===== src/rtl/seq_det_pkg.sv =====
`default_nettype none
// ============================================================================
//  Module      : seq_det_pkg
//  Description : Shared types and helpers for the parametrised serial
//                pattern detector (state encoding, length width, bit mask).
//  Revision    : 1.0  initial release
// ============================================================================
package seq_det_pkg;

    // Detector states: collecting fresh bits, or comparing every bit
    typedef enum logic [0:0] {
        ST_FILL  = 1'b0,
        ST_ARMED = 1'b1
    } state_t;

    // Widest pattern the mask helper can describe
    localparam int c_MASK_W = 32;

    // Number of bits needed to hold a length value 0..max_w
    function automatic int len_w(input int max_w);
        return $clog2(max_w + 1);
    endfunction

    // Mask with the low 'len' bits set; bits above the pattern are ignored
    function automatic logic [c_MASK_W-1:0] len_mask(input int len);
        logic [c_MASK_W-1:0] m;
        m = '0;
        for (int i = 0; i < c_MASK_W; i++) begin
            m[i] = (i < len);
        end
        return m;
    endfunction

endpackage : seq_det_pkg
`default_nettype wire


===== src/rtl/seq_detector_param_sat_counter.sv =====
`default_nettype none
// ============================================================================
//  Module      : sat_counter
//  Description : Saturating up-counter with synchronous clear. Clear has
//                priority over increment; the count never wraps.
//  Revision    : 1.0  initial release
// ============================================================================
module sat_counter #(
    parameter int COUNT_W = 8
) (
    input  logic               clock,
    input  logic               reset,
    input  logic               inc,
    input  logic               clr,
    output logic [COUNT_W-1:0] count
);

    logic [COUNT_W-1:0] r_count;

    // Count increments, held at all-ones once full; clear wins over increment
    always_ff @(posedge clock or posedge reset) begin
        if (reset) begin
            r_count <= '0;
        end else if (clr) begin
            r_count <= '0;
        end else if (inc && (r_count != {COUNT_W{1'b1}})) begin
            r_count <= r_count + 1'b1;
        end
    end

    assign count = r_count;

endmodule : sat_counter
`default_nettype wire


===== src/rtl/seq_detector_param.sv =====
`default_nettype none
// ============================================================================
//  Module      : seq_detector_param
//  Description : Serial pattern detector with a runtime-loadable pattern of
//                1..MAX_W bits, overlapping / non-overlapping matching, an
//                input-valid qualifier and a saturating match counter.
//  Revision    : 1.0  initial release
// ============================================================================
module seq_detector_param
    import seq_det_pkg::*;
#(
    parameter int               MAX_W           = 8,
    parameter logic [MAX_W-1:0] DEFAULT_PATTERN = 8'b0000_0101,
    parameter int               DEFAULT_LEN     = 3,
    parameter logic             DEFAULT_OVERLAP = 1'b1,
    parameter int               COUNT_W         = 8
) (
    input  logic                       clock,
    input  logic                       reset,
    input  logic                       serial_in,
    input  logic                       in_valid,
    input  logic                       cfg_load,
    input  logic [MAX_W-1:0]           cfg_pattern,
    input  logic [$clog2(MAX_W+1)-1:0] cfg_len,
    input  logic                       cfg_overlap,
    input  logic                       count_clear,
    output logic                       detect,
    output logic [COUNT_W-1:0]         match_count,
    output logic                       armed
);

    localparam int                 c_LEN_W   = len_w(MAX_W);
    localparam logic [c_LEN_W-1:0] c_MAX_LEN = c_LEN_W'(MAX_W);
    localparam logic [c_LEN_W-1:0] c_DEF_LEN = c_LEN_W'(DEFAULT_LEN);

    // Active configuration
    logic [MAX_W-1:0]   r_pattern;
    logic [c_LEN_W-1:0] r_len;
    logic               r_overlap;

    // Shift history, fill progress, state and registered detect pulse
    logic [MAX_W-1:0]   r_history;
    logic [c_LEN_W-1:0] r_fill_cnt;
    state_t             r_state;
    logic               r_detect;

    logic [MAX_W-1:0]    w_hist_shift;
    logic [MAX_W-1:0]    w_hist_next;
    logic [c_LEN_W-1:0]  w_fill_inc;
    logic [c_LEN_W-1:0]  w_fill_next;
    state_t              w_state_next;
    logic                w_detect_next;
    logic                w_match;
    logic [c_MASK_W-1:0] w_mask;
    logic [c_LEN_W-1:0]  w_cfg_len;

    // Out-of-range lengths (0 or above MAX_W) fall back to the full width
    assign w_cfg_len = ((cfg_len == '0) || (cfg_len > c_MAX_LEN)) ? c_MAX_LEN : cfg_len;

    // Only the low r_len bits take part in the comparison
    assign w_mask       = len_mask(int'(r_len));
    assign w_hist_shift = {r_history[MAX_W-2:0], serial_in};
    assign w_match      = ((c_MASK_W'(w_hist_shift ^ r_pattern)) & w_mask) == '0;
    assign w_fill_inc   = r_fill_cnt + 1'b1;

    // Next-state, history and detect decisions; cfg_load discards the current bit
    always_comb begin
        w_state_next  = r_state;
        w_fill_next   = r_fill_cnt;
        w_hist_next   = r_history;
        w_detect_next = 1'b0;

        if (cfg_load) begin
            w_state_next = ST_FILL;
            w_fill_next  = '0;
            w_hist_next  = '0;
        end else if (in_valid) begin
            w_hist_next = w_hist_shift;
            case (r_state)
                ST_FILL: begin
                    if (w_fill_inc == r_len) begin
                        w_detect_next = w_match;
                        // A non-overlapping match on the filling bit needs len fresh bits again
                        if (w_match && !r_overlap) begin
                            w_state_next = ST_FILL;
                            w_fill_next  = '0;
                        end else begin
                            w_state_next = ST_ARMED;
                            w_fill_next  = w_fill_inc;
                        end
                    end else begin
                        w_fill_next = w_fill_inc;
                    end
                end
                ST_ARMED: begin
                    if (w_match) begin
                        w_detect_next = 1'b1;
                        if (!r_overlap) begin
                            w_state_next = ST_FILL;
                            w_fill_next  = '0;
                        end
                    end
                end
                default: begin
                    w_state_next = ST_FILL;
                    w_fill_next  = '0;
                end
            endcase
        end
    end

    // State, history, detect and configuration registers
    always_ff @(posedge clock or posedge reset) begin
        if (reset) begin
            r_state    <= ST_FILL;
            r_fill_cnt <= '0;
            r_history  <= '0;
            r_detect   <= 1'b0;
            r_pattern  <= DEFAULT_PATTERN;
            r_len      <= c_DEF_LEN;
            r_overlap  <= DEFAULT_OVERLAP;
        end else begin
            r_state    <= w_state_next;
            r_fill_cnt <= w_fill_next;
            r_history  <= w_hist_next;
            r_detect   <= w_detect_next;
            if (cfg_load) begin
                r_pattern <= cfg_pattern;
                r_len     <= w_cfg_len;
                r_overlap <= cfg_overlap;
            end
        end
    end

    sat_counter #(
        .COUNT_W (COUNT_W)
    ) u_match_cnt (
        .clock (clock),
        .reset (reset),
        .inc   (w_detect_next),
        .clr   (count_clear),
        .count (match_count)
    );

    assign detect = r_detect;
    assign armed  = (r_state == ST_ARMED);

endmodule : seq_detector_param
`default_nettype wire


===== config.mk =====
export PLATFORM = sky130hd
export DESIGN_NAME = seq_detector_param
export DESIGN_NICKNAME = d
export VERILOG_FILES = /design/src/rtl/seq_det_pkg.sv /design/src/rtl/seq_detector_param_sat_counter.sv /design/src/rtl/seq_detector_param.sv
export SDC_FILE = /design/constraint.sdc
export NUM_CORES = 1
export LEC_CHECK = 0
export ABC_AREA = 1
export CAP_MARGIN = 20
export CORE_MARGIN = 1.5
export CORE_UTILIZATION = 45
export DETAILED_ROUTE_END_ITERATION = 7
export PLACE_DENSITY = 0.68
export SETUP_SLACK_MARGIN = 0.15
export SYNTH_ARGS = -nofsm -noshare
export SYNTH_HDL_FRONTEND = slang
export SYNTH_SLANG_ARGS = --single-unit

===== constraint.sdc =====
create_clock -name clock -period 3.1 [get_ports clock]
set_input_delay 0.465 -clock clock [delete_from_list [all_inputs] [get_ports clock]]
set_output_delay 0.465 -clock clock [all_outputs]
set_load 0.03 [all_outputs]

==> out/metrics.yaml, run 1 <==
crit_arrival_ns: 1.43
power_mw: 1.116
cp_num_buf_inv: 1
yosysMostFrequentCell: "nand2_1"
vias: 1640
setup_ws_ns: 1.205
grt_pass1_vias: 1641
dp_slack_ns: 0.9311
async_flop_share_pct: 100.0
final_nets: 306
critPathMaxStageDelay_ns: 0.71
place_inst: 328
io_pins: 29
cts_tree: "done"
insertedDiodeCount: 0
cp.required_ns: 2.63
slowest_stage: "clkdlybuf4s50_1"
ff2ff_setup_slack_ns: 1.33
drt_iter0_drc: 89
synth_commonest_cells: "nand2_1, inv_1, dfrtp_1"
wl_per_cell_um: 11.99
first_pass_iters: 4
grt_max_degree: 35
dp.final_hpwl_um: 2904
cts_buffers: 5
min_path_type: "reg -> reg"
row_count: 23
htreeDepth: 2
ys.flop_type: "dfrtp_1"
critPathLaunch: "u_match_cnt.count[6]"
fin_crit_ns: 1.895
coreArea_um2: 4115
r2r-start: "r_fill_cnt[0]"
syn_area_per_cell_um2: 7.870
synth_area_um2: 1983
powerDensity_nw_per_um2: 459.4
syn_nets: 273
worstPathMaxFanout: 5
overflow: 0
outcome: "complete, no violations"
critPathCaptureType: "output port"
viasPerCell: 4.881
yosysUniqueCellTypes: 26
syn_inst: 252
die_y_um: 69.39
drv_slew: 0
wl_um: 4028
finalSetupTns_ns: 0
drive_above_1_share_pct: 14.69
maxCapViolCount: 0
crit_type: "reg -> out"
drtAntennaViolNets: 0
crit_end: "match_count[6]"
gp_congestion: 0.7850
timing.final.crit_share_pct: 61.14
reg2reg_depth: 9
synth_top_area_cell: "dfrtp_1"
p_leak_nw: 1.218
synthTopCellsByArea: "dfrtp_1, nand2_1, dfstp_2"
cts_hold_buf: 0
postCtsResizedCells: 0
grt_first_pass_wirelength_um: 7320
drc: 0
ys_ff_latch: 34
seq_area_frac_synth_pct: 43.22
synth-edff-count: 0
ys_warn_count: 0
antenna_found_initial: 0
cp_num_cells: 1
cts.sink_count: 34
finClkSkew_ns: 0.004313
clk_latency_ns: 0.28
critPathTopFamily: "buffers and inverters"
setup_viol: 0
finalHoldViolations: 0
die_x_um: 69.39
reg2reg_to: "u_match_cnt.count[6]"
clkTransAtPathRegs_ns: 0.07
cts_buffer_depth: 2
worst_slew_pin_slew_ns: 0.4441
initial_utilization_pct: 48.19
grt.total_usage_pct: 18.68
postCtsSetupRepairBufs: 0
area_growth_syn_to_layout_pct: 22.52
instances_no_fill: 336
netlist.area_leader.share_pct: 36.59
dieArea_um2: 4814
rsz0062_at_grt: "no"
vdd_drop_max_mv: 0.2347
port_buffers: 28
critPathLaunchType: "flip-flop"
crit_path_cell_trace: "clkdlybuf4s50_1"
fmax_mhz: 527.6
slew_headroom_pct: 70.39
cts-root-buf: "clkbuf_8"
utilization_pct: 59.05
## where the power goes
part           internal, mW  switching, mW
Combinational        0.0846          0.129
Sequential            0.473         0.0281
Clock                 0.241          0.161
## worst min path at each step
stage                               to  depth (start not counted)    startpoint  slack, ns
final                     r_pattern[2]                          2  r_pattern[2]       0.50
after global routing      r_pattern[5]                          2  r_pattern[5]       0.53
after CTS                 r_pattern[0]                          2  r_pattern[0]       0.51
after detailed placement  r_pattern[2]                          2  r_pattern[2]       0.49
after global placement    r_pattern[0]                          2  r_pattern[0]       0.48
after floorplan           r_pattern[5]                          2  r_pattern[5]       0.46
## cell families after synthesis
logic type                 synth area share, %
AOI/OAI and AO/OA                        6.750
xor gates and xnor gates                 2.650
adders and majority gates                1.262
buffers and inverters                    8.265
DFF                                      43.22
and+or+nand+nor                          37.85
## metal layers
| metal | wire [um] | global-route usage [%] |
|---|---|---|
| met4 | 57 | 6.754 |
| met3 | 151 | 4.506 |
| met2 | 1762 | 29.17 |
| met1 | 2056 | 25.28 |
| met5 | 0 | 0 |
## per-stage QoR
stage | hold WS, ns | cell area (um^2)
2_1_floorplan | 0.4602 | 1983
3_3_place_gp | 0.4836 | 2323
3_5_place_dp | 0.4935 | 2323
4_1_cts | 0.5052 | 2430
5_1_grt | 0.5296 | 2430
6_report | 0.5008 | 2430
## state kept, by name (all words and copies together) (netlist names)
signal             count
r_overlap              1
r_history              7
detect                 1
u_match_cnt.count      8
r_pattern              8
r_fill_cnt             4
r_len                  4
armed                  1
## cells in the final DEF (no fill, tap or decap), types with 2 or more instances in the layout
cell type and count:
buf_4 2, clkbuf_1 2, clkbuf_8 5, clkdlybuf4s50_1 28, dfrtp_1 29, dfstp_2 5
ha_1 2, inv_1 30, inv_2 8, nand2_1 78, nand2_2 4, nand2_4 2
nand3_1 21, nand3_2 5, nand3_4 3, nand4_1 10, nor2_1 15, nor2_2 2
nor2_8 3, o21ai_0 13, o22ai_1 7, xor2_1 6
## worst register-to-register path, stage by stage, from the launching register on
cell and delay, ns:
dfrtp_1 0.45, ha_1 0.36, nor2_1 0.09, o21ai_1 0.08, nor2_2 0.16, nand2_1 0.10
nand2_1 0.13, nand3_4 0.13, nand3_1 0.11, nand2_1 0.05
## final cells by class
class | instances | area (um^2)
sequential | 34 | 857.1
tap | 50 | 62.56
clock buffer | 7 | 76.32
clock inverter | 1 | 30.03
fill | 397 | 1685
inverter | 39 | 146.4
timing repair buffer | 30 | 295.3
multi-input combinational | 175 | 962.2
Note: power is estimated with default switching activity, not from simulation.
==> run 2: changes to the inputs <==
- clock period: 3.1 -> 1.85 ns (I/O delays scaled with it)
==> run 2 against run 1 <==
Clock skew grew 0.0024 ns. Worst setup slack got worse by 1.0 ns. Via count up 4.5%. Utilization rose by 4.2 points. Sequential share of layout area down 2.3 points. Critical endpoint is now match_count[4]. Highest routed layer unchanged.
==> out/metrics.yaml, run 2 (synthesized netlist as in run 1, its figures left out) <==
overflow: 0  # unchanged
wl_per_cell_um: 11.95  # was 11.99 um
fin_crit_ns: 1.648
crit_path_cell_trace: "clkdlybuf4s50_1"  # unchanged
drc: 0  # unchanged
worst_slew_pin_slew_ns: 0.5230  # was 0.4441 ns
insertedDiodeCount: 0  # unchanged
crit_arrival_ns: 1.37  # was 1.43 ns
powerDensity_nw_per_um2: 743.9  # was 459.4 nW/um^2
utilization_pct: 63.27  # was 59.05%
dp.final_hpwl_um: 2970  # was 2904 um
mostFrequentLayoutCell: "nand2_1"  # unchanged
place_inst: 333  # was 328
worstPathMaxFanout: 4  # was 5
cts-root-buf: "clkbuf_8"  # unchanged
row_count: 23  # unchanged
min_path_type: "in -> async"  # was reg -> reg
die_y_um: 69.39  # unchanged
drive_above_1_share_pct: 22.97  # was 14.69%
cts_tree: "done"  # unchanged
vdd_drop_max_mv: 0.4491  # was 0.2347 mV
finalSetupTns_ns: 0  # unchanged
first_pass_iters: 5  # was 4
fill_cells: 365  # was 397
cp_num_cells: 1  # unchanged
layout_common_cells: "nand2_1, inv_1, dfrtp_1"  # unchanged
setup_viol: 0  # unchanged
port_buffers: 28  # unchanged
p_leak_nw: 1.388  # was 1.218 nW
outcome: "complete, no violations"  # unchanged
clkTransAtPathRegs_ns: 0.07  # about the same
finClkSkew_ns: 0.006760  # was 0.004313 ns
rsz0062_at_grt: "yes"  # was no
grt.total_usage_pct: 18.30  # was 18.68%
vias: 1713  # was 1640
area_growth_syn_to_layout_pct: 31.29  # was 22.52%
initial_utilization_pct: 48.19  # unchanged
cp.required_ns: 1.57  # was 2.63 ns
grt_pass1_vias: 1676  # was 1641
cts_buffer_depth: 2  # unchanged
crit_type: "reg -> out"  # unchanged
cts_buffers: 5  # unchanged
finalHoldViolations: 0  # unchanged
fmax_mhz: 607.0
viasPerCell: 4.951  # was 4.881
critPathMaxStageDelay_ns: 0.69  # was 0.71 ns
slew_headroom_pct: 65.10  # was 70.39%
coreArea_um2: 4115  # unchanged
drv_slew: 0  # unchanged
grt_max_degree: 35  # unchanged
wl_um: 4133  # was 4028 um
critPathLaunchType: "flip-flop"  # unchanged
critPathTopFamily: "buffers and inverters"  # unchanged
io_pins: 29  # unchanged
timing.final.crit_share_pct: 89.06
cts.sink_count: 34  # unchanged
critPathCaptureType: "output port"  # unchanged
reg2reg_depth: 10  # was 9
drtAntennaViolNets: 0  # unchanged
antenna_found_initial: 0  # unchanged
slowest_stage: "clkdlybuf4s50_1"  # unchanged
final_nets: 316  # was 306
drt_iter0_drc: 87  # was 89
cts_hold_buf: 0  # unchanged
cp_num_buf_inv: 1  # unchanged
dieArea_um2: 4814  # unchanged
die_x_um: 69.39  # unchanged
htreeDepth: 2  # unchanged
maxCapViolCount: 0  # unchanged
gp_congestion: 0.7805  # was 0.7850
instances_no_fill: 346  # was 336
hold_ws_ns: 0.3797  # was 0.5008 ns
clk_latency_ns: 0.29  # was 0.28 ns
grt_first_pass_wirelength_um: 7196  # was 7320 um
==> run 2: changes by cell type in the layout (fill, tap and decap cells not counted), moves of 2 or more <==
cell	change
buf_4	+9
clkdlybuf4s50_1	-8
dlymetal6s2s_1	+5
nand3_1	-5
nand3_2	+4
dlygate4sd2_1	+3
nand2_1	-3
nand2_2	+3
clkbuf_1	-2
clkinv_2	+2
nor2_1	-2
==> run 2: stage by stage <==
step / cell area (um^2) / total power, mW / setup WS [ns]
floorplan: 1983 / 1.112 / 0.1929
global placement: 2361 / 1.222 / 0.1540
CTS: 2474 / 1.916 / 0.1514
detailed placement: 2361 / 1.223 / 0.1287
global route: 2604 / 2.039 / 0.1108
finish: 2604 / 1.937 / 0.2024
==> run 2: metal layers <==
metal / part of all wire [%] / GRT usage [%] / wire length (um) / vias to the layer above
li1: - / - / - / 888
met1: 48 / 24.49 / 1971 / 781
met2: 47 / 29.27 / 1924 / 38
met3: 4.6 / 4.070 / 189 / 6
met4: 1.1 / 6.318 / 47 / 0
met5: 0 / 0 / 0 / -
==> run 2: path summary, 6_finish.rpt <==
kind / startpoint / slack [ns] / end
worst max-delay path: u_match_cnt.count[4] / 0.20 / match_count[4]
max in group asynchronous: reset / 1.13 / r_len[0]
worst max register to register: r_fill_cnt[1] / 0.25 / u_match_cnt.count[7]
worst min register to register: r_pattern[0] / 0.50 / r_pattern[0]
worst min-delay path: reset / 0.38 / u_match_cnt.count[0]
min in group clock: r_pattern[0] / 0.50 / r_pattern[0]
==> run 2: cell type report <==
type / count / area, um^2 / share of cell area, %
inverters: 39 / 146.4 / 5.622
multi-input cells: 175 / 1036 / 39.79
clock buffers: 5 / 68.82 / 2.643
flip-flops and latches: 34 / 858.3 / 32.96
clock inverters: 3 / 40.04 / 1.538
repair buffers: 40 / 391.6 / 15.04
well taps: 50 / 62.56 / 2.403
==> run 2: what timing repair did <==
item                                    in CTS  in global routing
resized for setup                            3                 22
endpoints found under the setup margin      11                 17
setup buffers                                1                  4
pin swaps                                    0                  6
==> run 2: where the power goes <==
part	total, mW	internal [mW]	leakage, nW	switching [mW]
Clock	0.678	0.397	0.0579	0.281
Combinational	0.425	0.178	0.891	0.247
Sequential	0.834	0.792	0.439	0.0420
==> run 3: changes to the inputs <==
- CAP_MARGIN: 20 -> not set
==> results of run 3 <==
Final layout, timing and power as in run 2 (identical DEF).
